`config.mk`:
```
export PLATFORM = sky130hd
export DESIGN_NAME = match_controller
export DESIGN_NICKNAME = d
export VERILOG_FILES = /design/src/rtl/tug_pkg.sv /design/src/rtl/seg7_decoder.sv /design/src/rtl/match_controller.sv
export SDC_FILE = /design/constraint.sdc
export NUM_CORES = 1
export LEC_CHECK = 0
export BUFFER_PORTS_ARGS = -buffer_cell sky130_fd_sc_hd__buf_2
export CAP_MARGIN = 5
export CORE_ASPECT_RATIO = 1.1
export CORE_MARGIN = 3
export CORE_UTILIZATION = 50
export DETAILED_ROUTE_END_ITERATION = 12
export PLACE_DENSITY = 0.79
export SYNTH_ARGS = -nofsm -noshare
export SYNTH_HDL_FRONTEND = slang
export SYNTH_HIERARCHICAL = 1
export SYNTH_SLANG_ARGS = --single-unit
```
`constraint.sdc`:
```
create_clock -name Clock -period 4.9 [get_ports Clock]
set_clock_uncertainty 0.15 [all_clocks]
set_input_delay 0.245 -clock Clock [delete_from_list [all_inputs] [get_ports Clock]]
set_output_delay 0.245 -clock Clock [all_outputs]
set_load 0.03 [all_outputs]
```
`src/rtl/tug_pkg.sv`:
```
// rtl/tug_pkg.sv - shared state encoding and 7-segment patterns for the tug-of-war match logic
package tug_pkg;

    typedef enum logic [1:0] {
        IDLE,
        PLAY,
        ROUND_END,
        MATCH_OVER
    } match_state_t;

    // Active-low segments ordered {g,f,e,d,c,b,a}
    localparam logic [6:0] SEG_0     = 7'b1000000;
    localparam logic [6:0] SEG_1     = 7'b1111001;
    localparam logic [6:0] SEG_2     = 7'b0100100;
    localparam logic [6:0] SEG_3     = 7'b0110000;
    localparam logic [6:0] SEG_4     = 7'b0011001;
    localparam logic [6:0] SEG_5     = 7'b0010010;
    localparam logic [6:0] SEG_6     = 7'b0000010;
    localparam logic [6:0] SEG_7     = 7'b1111000;
    localparam logic [6:0] SEG_BLANK = 7'b1111111;

endpackage

```
`src/rtl/seg7_decoder.sv`:
```
// rtl/seg7_decoder.sv - 3-bit score to active-low 7-segment pattern
module seg7_decoder
    import tug_pkg::*;
(
    input  logic [2:0] value,
    output logic [6:0] seg
);

    always_comb begin
        seg = SEG_BLANK;
        case (value)
            3'd0:    seg = SEG_0;
            3'd1:    seg = SEG_1;
            3'd2:    seg = SEG_2;
            3'd3:    seg = SEG_3;
            3'd4:    seg = SEG_4;
            3'd5:    seg = SEG_5;
            3'd6:    seg = SEG_6;
            3'd7:    seg = SEG_7;
            default: seg = SEG_BLANK;
        endcase
    end

endmodule

```
`src/rtl/match_controller.sv`:
```
// rtl/match_controller.sv - best-of-N tug-of-war match sequencer; MATCH_AUTO_RESTART_EN adds a timed return to IDLE
module match_controller
    import tug_pkg::*;
#(
    parameter int WIN_SCORE   = 3,
    parameter int HOLD_CYCLES = 4
) (
    input  logic       Clock,
    input  logic       Reset,
    input  logic       start,
    input  logic       left_win,
    input  logic       right_win,
    output logic       field_reset,
    output logic       play_en,
    output logic [6:0] left_hex,
    output logic [6:0] right_hex,
    output logic       match_done,
    output logic       winner
);

`ifdef MATCH_AUTO_RESTART_EN
    localparam int CNT_SPAN = 8 * HOLD_CYCLES;
`else
    localparam int CNT_SPAN = HOLD_CYCLES;
`endif
    localparam int CNT_W = (CNT_SPAN > 1) ? $clog2(CNT_SPAN + 1) : 1;

    localparam logic [CNT_W-1:0] CNT_ONE   = CNT_W'(1);
    localparam logic [CNT_W-1:0] HOLD_LAST = CNT_W'(HOLD_CYCLES - 1);
`ifdef MATCH_AUTO_RESTART_EN
    localparam logic [CNT_W-1:0] OVER_LAST = CNT_W'(8 * HOLD_CYCLES - 1);
`endif
    localparam logic [2:0] WIN = 3'(WIN_SCORE);

    match_state_t     state;
    logic [2:0]       left_score;
    logic [2:0]       right_score;
    logic [CNT_W-1:0] hold_cnt;

    // One counter serves both the between-rounds hold and the auto-restart window
    always_ff @(posedge Clock) begin
        if (Reset) begin
            state       <= IDLE;
            left_score  <= 3'd0;
            right_score <= 3'd0;
            hold_cnt    <= '0;
            field_reset <= 1'b1;
            play_en     <= 1'b0;
            match_done  <= 1'b0;
            winner      <= 1'b0;
        end else begin
            case (state)
                IDLE: begin
                    if (start) begin
                        state       <= PLAY;
                        field_reset <= 1'b0;
                        play_en     <= 1'b1;
                    end
                end

                PLAY: begin
                    if (left_win || right_win) begin
                        field_reset <= 1'b1;
                        play_en     <= 1'b0;
                        hold_cnt    <= '0;
                        state       <= ROUND_END;
                        if (left_win && !right_win && left_score < WIN) begin
                            left_score <= left_score + 3'd1;
                            if ((left_score + 3'd1) == WIN) begin
                                state      <= MATCH_OVER;
                                match_done <= 1'b1;
                                winner     <= 1'b0;
                            end
                        end else if (right_win && !left_win && right_score < WIN) begin
                            right_score <= right_score + 3'd1;
                            if ((right_score + 3'd1) == WIN) begin
                                state      <= MATCH_OVER;
                                match_done <= 1'b1;
                                winner     <= 1'b1;
                            end
                        end
                    end
                end

                ROUND_END: begin
                    if (hold_cnt == HOLD_LAST) begin
                        state       <= PLAY;
                        field_reset <= 1'b0;
                        play_en     <= 1'b1;
                        hold_cnt    <= '0;
                    end else begin
                        hold_cnt <= hold_cnt + CNT_ONE;
                    end
                end

                MATCH_OVER: begin
                    if (start) begin
                        state       <= PLAY;
                        left_score  <= 3'd0;
                        right_score <= 3'd0;
                        hold_cnt    <= '0;
                        field_reset <= 1'b0;
                        play_en     <= 1'b1;
                        match_done  <= 1'b0;
                        winner      <= 1'b0;
                    end
`ifdef MATCH_AUTO_RESTART_EN
                    else if (hold_cnt == OVER_LAST) begin
                        state       <= IDLE;
                        left_score  <= 3'd0;
                        right_score <= 3'd0;
                        hold_cnt    <= '0;
                        match_done  <= 1'b0;
                        winner      <= 1'b0;
                    end else begin
                        hold_cnt <= hold_cnt + CNT_ONE;
                    end
`endif
                end

                default: begin
                    state <= IDLE;
                end
            endcase
        end
    end

    seg7_decoder u_left_seg (
        .value (left_score),
        .seg   (left_hex)
    );

    seg7_decoder u_right_seg (
        .value (right_score),
        .seg   (right_hex)
    );

endmodule

```
==> reports/metrics.yaml <==
outcome: "complete, no violations"
grtUsageMet2_pct: 30.9
grt.busiest_layer: "met2"
fin_crit_ns: 2.41
r2r-end: "right_score[1]"
synth.top_cell.area_share_pct: 26.3
final_util_pct: 61.5
core_area_um2: 2080
grt_max_degree: 12
end_kind: "flip-flop"
stdcell_count: 183
irDropWorstVdd_uv: 321
tritoncts: "yes"
ioPinCount: 23
worstMarginPinSlew_ns: 0.636
gp_congestion: 0.763
vias_per_cell: 5.49
dpl_cell_area_um2: 1250
hold_violations: 0
grt_pass1_vias: 917
cts_hold_buf: 0
drc: 0
cp_num_buf_inv: 1
min_from: "Reset"
hold_depth: 2
numCtsBuffers: 3
dp_hpwl_mm: 1.83
start_util_pct: 54.7
critPathMaxFanout: 10
reg2regPathDepth: 6
drtAntennaViolNets: 0
yosysSeqAreaShare_pct: 26.3
fin_nets: 181
hold_path_class: "input pin to flip-flop"
finalWirelength_mm: 2.35
maxCapViolCount: 0
first_pass_iters: 4
max_freq_mhz: 415
crit_family: "simple AND/OR/NAND/NOR gates"
die_h_um: 56.1
ys_ff_latch: 15
die_w_um: 51.5
critPathMaxStageDelay_ns: 0.54
synth.distinct_cells: 36
syn_nets: 158
root_buffer: "clkbuf_4"
cts.sinks: 15
wire_per_inst_um: 12.8
holdPathEnd: "state[1]"
setup_viol: 0
cts_buffer_depth: 2
critical_path_class: "flip-flop to flip-flop"
synth_largest_area_cell: "dfxtp_1"
drtIter0Drc: 12
syn_inst: 133
required_ns: 4.97
vias: 1004
placement.io_buffers: 22
design_area_um2: 1280
tns_ns: 0
total_power_uw: 720
clock_latency_ns: 0.29
drive_above_1_share_pct: 21.9
synth_area_leaders: "dfxtp_1 (26%), ha_1 (22%), inv_1 (4.9%)"
post-route-period-util_pct: 49.2
syn2layout_area_growth_pct: 12.4
grt-ovfl-total: 0
p_per_area_nw_per_um2: 562
cpMaxStageDelayCell: "or4_1"
rsz0062_at_grt: "no"
rr_startpoint: "state[1]"
cts_max_level: 1
r2r_slack_ns: 2.49
use_met3_pct: 2.14
p_leak_uw: 0.000594
antenna_found_initial: 0
cts.reportedPaths.clkPinSlew_ns: 0.09
grt_first_pass_wirelength_mm: 3.86
layout_commonest_cell: "buf_2"
dp_cells: 179
cts_setup_buffers: 0
diodes: 0
synthesis.area_um2: 1140
cp_cell_sequence: "inv_1 -> ha_1 -> nor3b_1 -> or3_1 -> or4_1 -> a21oi_1"
row_count: 17
start_kind: "flip-flop"
finalMaxSlewViolations: 0
die_area_um2: 2890
track_usage_pct: 17.5
yosysWarnings: 6
final_cell_mix: "buf_2 (22), ha_1 (20), inv_1 (15), dfxtp_1 (15)"
met1_usage_pct: 19.3
avgSynthCellArea_um2: 8.57
crit_arrival_ns: 2.48
post_cts_resized: 0
relSlewSlack_pct: 57.5
-- layer usage --
layer  vias to the layer above  wire, um
met5                         -         0
met4                         0        86
met3                        10       149
met2                        41      1180
met1                       448       929
li1                        505         -
-- layout make-up --
type / instances / area, um2
clock buffer: 3 / 22.5
tap: 28 / 35.0
fill: 200 / 803
inverter: 15 / 56.3
sequential: 15 / 300
timing repair buffer: 22 / 110
clock inverter: 1 / 5.00
multi-input combinational: 99 / 752
-- sequential cells by signal, summed over array words and instances (netlist names) --
register	flops
hold_cnt	3
left_score	3
right_score	3
state	2
field_reset	1
match_done	1
play_en	1
winner	1
-- report_power, final --
| part | switching (uW) | total, uW | internal, uW | leakage [uW] |
|---|---|---|---|---|
| registers | 40.9 | 198 | 157 | 0.000123 |
| logic | 292 | 451 | 159 | 0.000453 |
| clock network | 40.7 | 71.0 | 30.4 | 0.0000177 |
| total | 373 | 720 | 347 | 0.000594 |
-- Yosys cell counts --
cell type	count
o21ai_0	10
or3b_1	1
o21a_1	1
a211oi_2	1
nor2_1	10
and2_4	2
and2b_2	2
nor3b_1	2
and2_1	1
mux2i_1	4
nor2b_1	1
or4b_1	1
nand2_1	9
nand4_1	2
o31ai_1	1
or4_1	3
ha_1	20
a311oi_1	1
o221a_1	1
mux2_4	2
dfxtp_1	15
buf_6	2
nand2b_1	2
inv_1	15
o311a_1	1
or3_1	2
nor3_1	2
a31oi_1	1
nand3_1	3
and3_1	1
a21oi_1	9
buf_2	1
nand4b_1	1
clkbuf_1	1
o21bai_1	1
a31oi_2	1
-- stage by stage --
step	hold slack (ns)	setup WS, ns
3_5_place_dp	0.303	2.52
6_report	0.122	2.49
2_1_floorplan	0.286	2.74
3_3_place_gp	0.292	2.68
5_1_grt	0.114	2.41
4_1_cts	0.100	2.49
-- worst max path at each step --
stage               slack [ns]  cells past startpoint  startpoint              to
floorplan                 2.74                      7    state[1]  right_score[1]
global placement          2.68                      6    state[1]   left_score[1]
detailed placement        2.52                      6    state[1]  right_score[1]
CTS                       2.49                      6    state[1]  right_score[1]
global route              2.41                      6    state[1]  right_score[1]
finish                    2.49                      6    state[1]  right_score[1]
-- logic make-up after synthesis --
logic type	after synthesis	share of synthesized area [%]
buffers and inverters	19	7.68
AOI/OAI and AO/OA	28	15.7
muxes	6	6.15
and+or+nand+nor	45	22.2
adders and majority gates	20	22.0
DFF	15	26.3
Note: power is estimated with default switching activity, not from simulation.
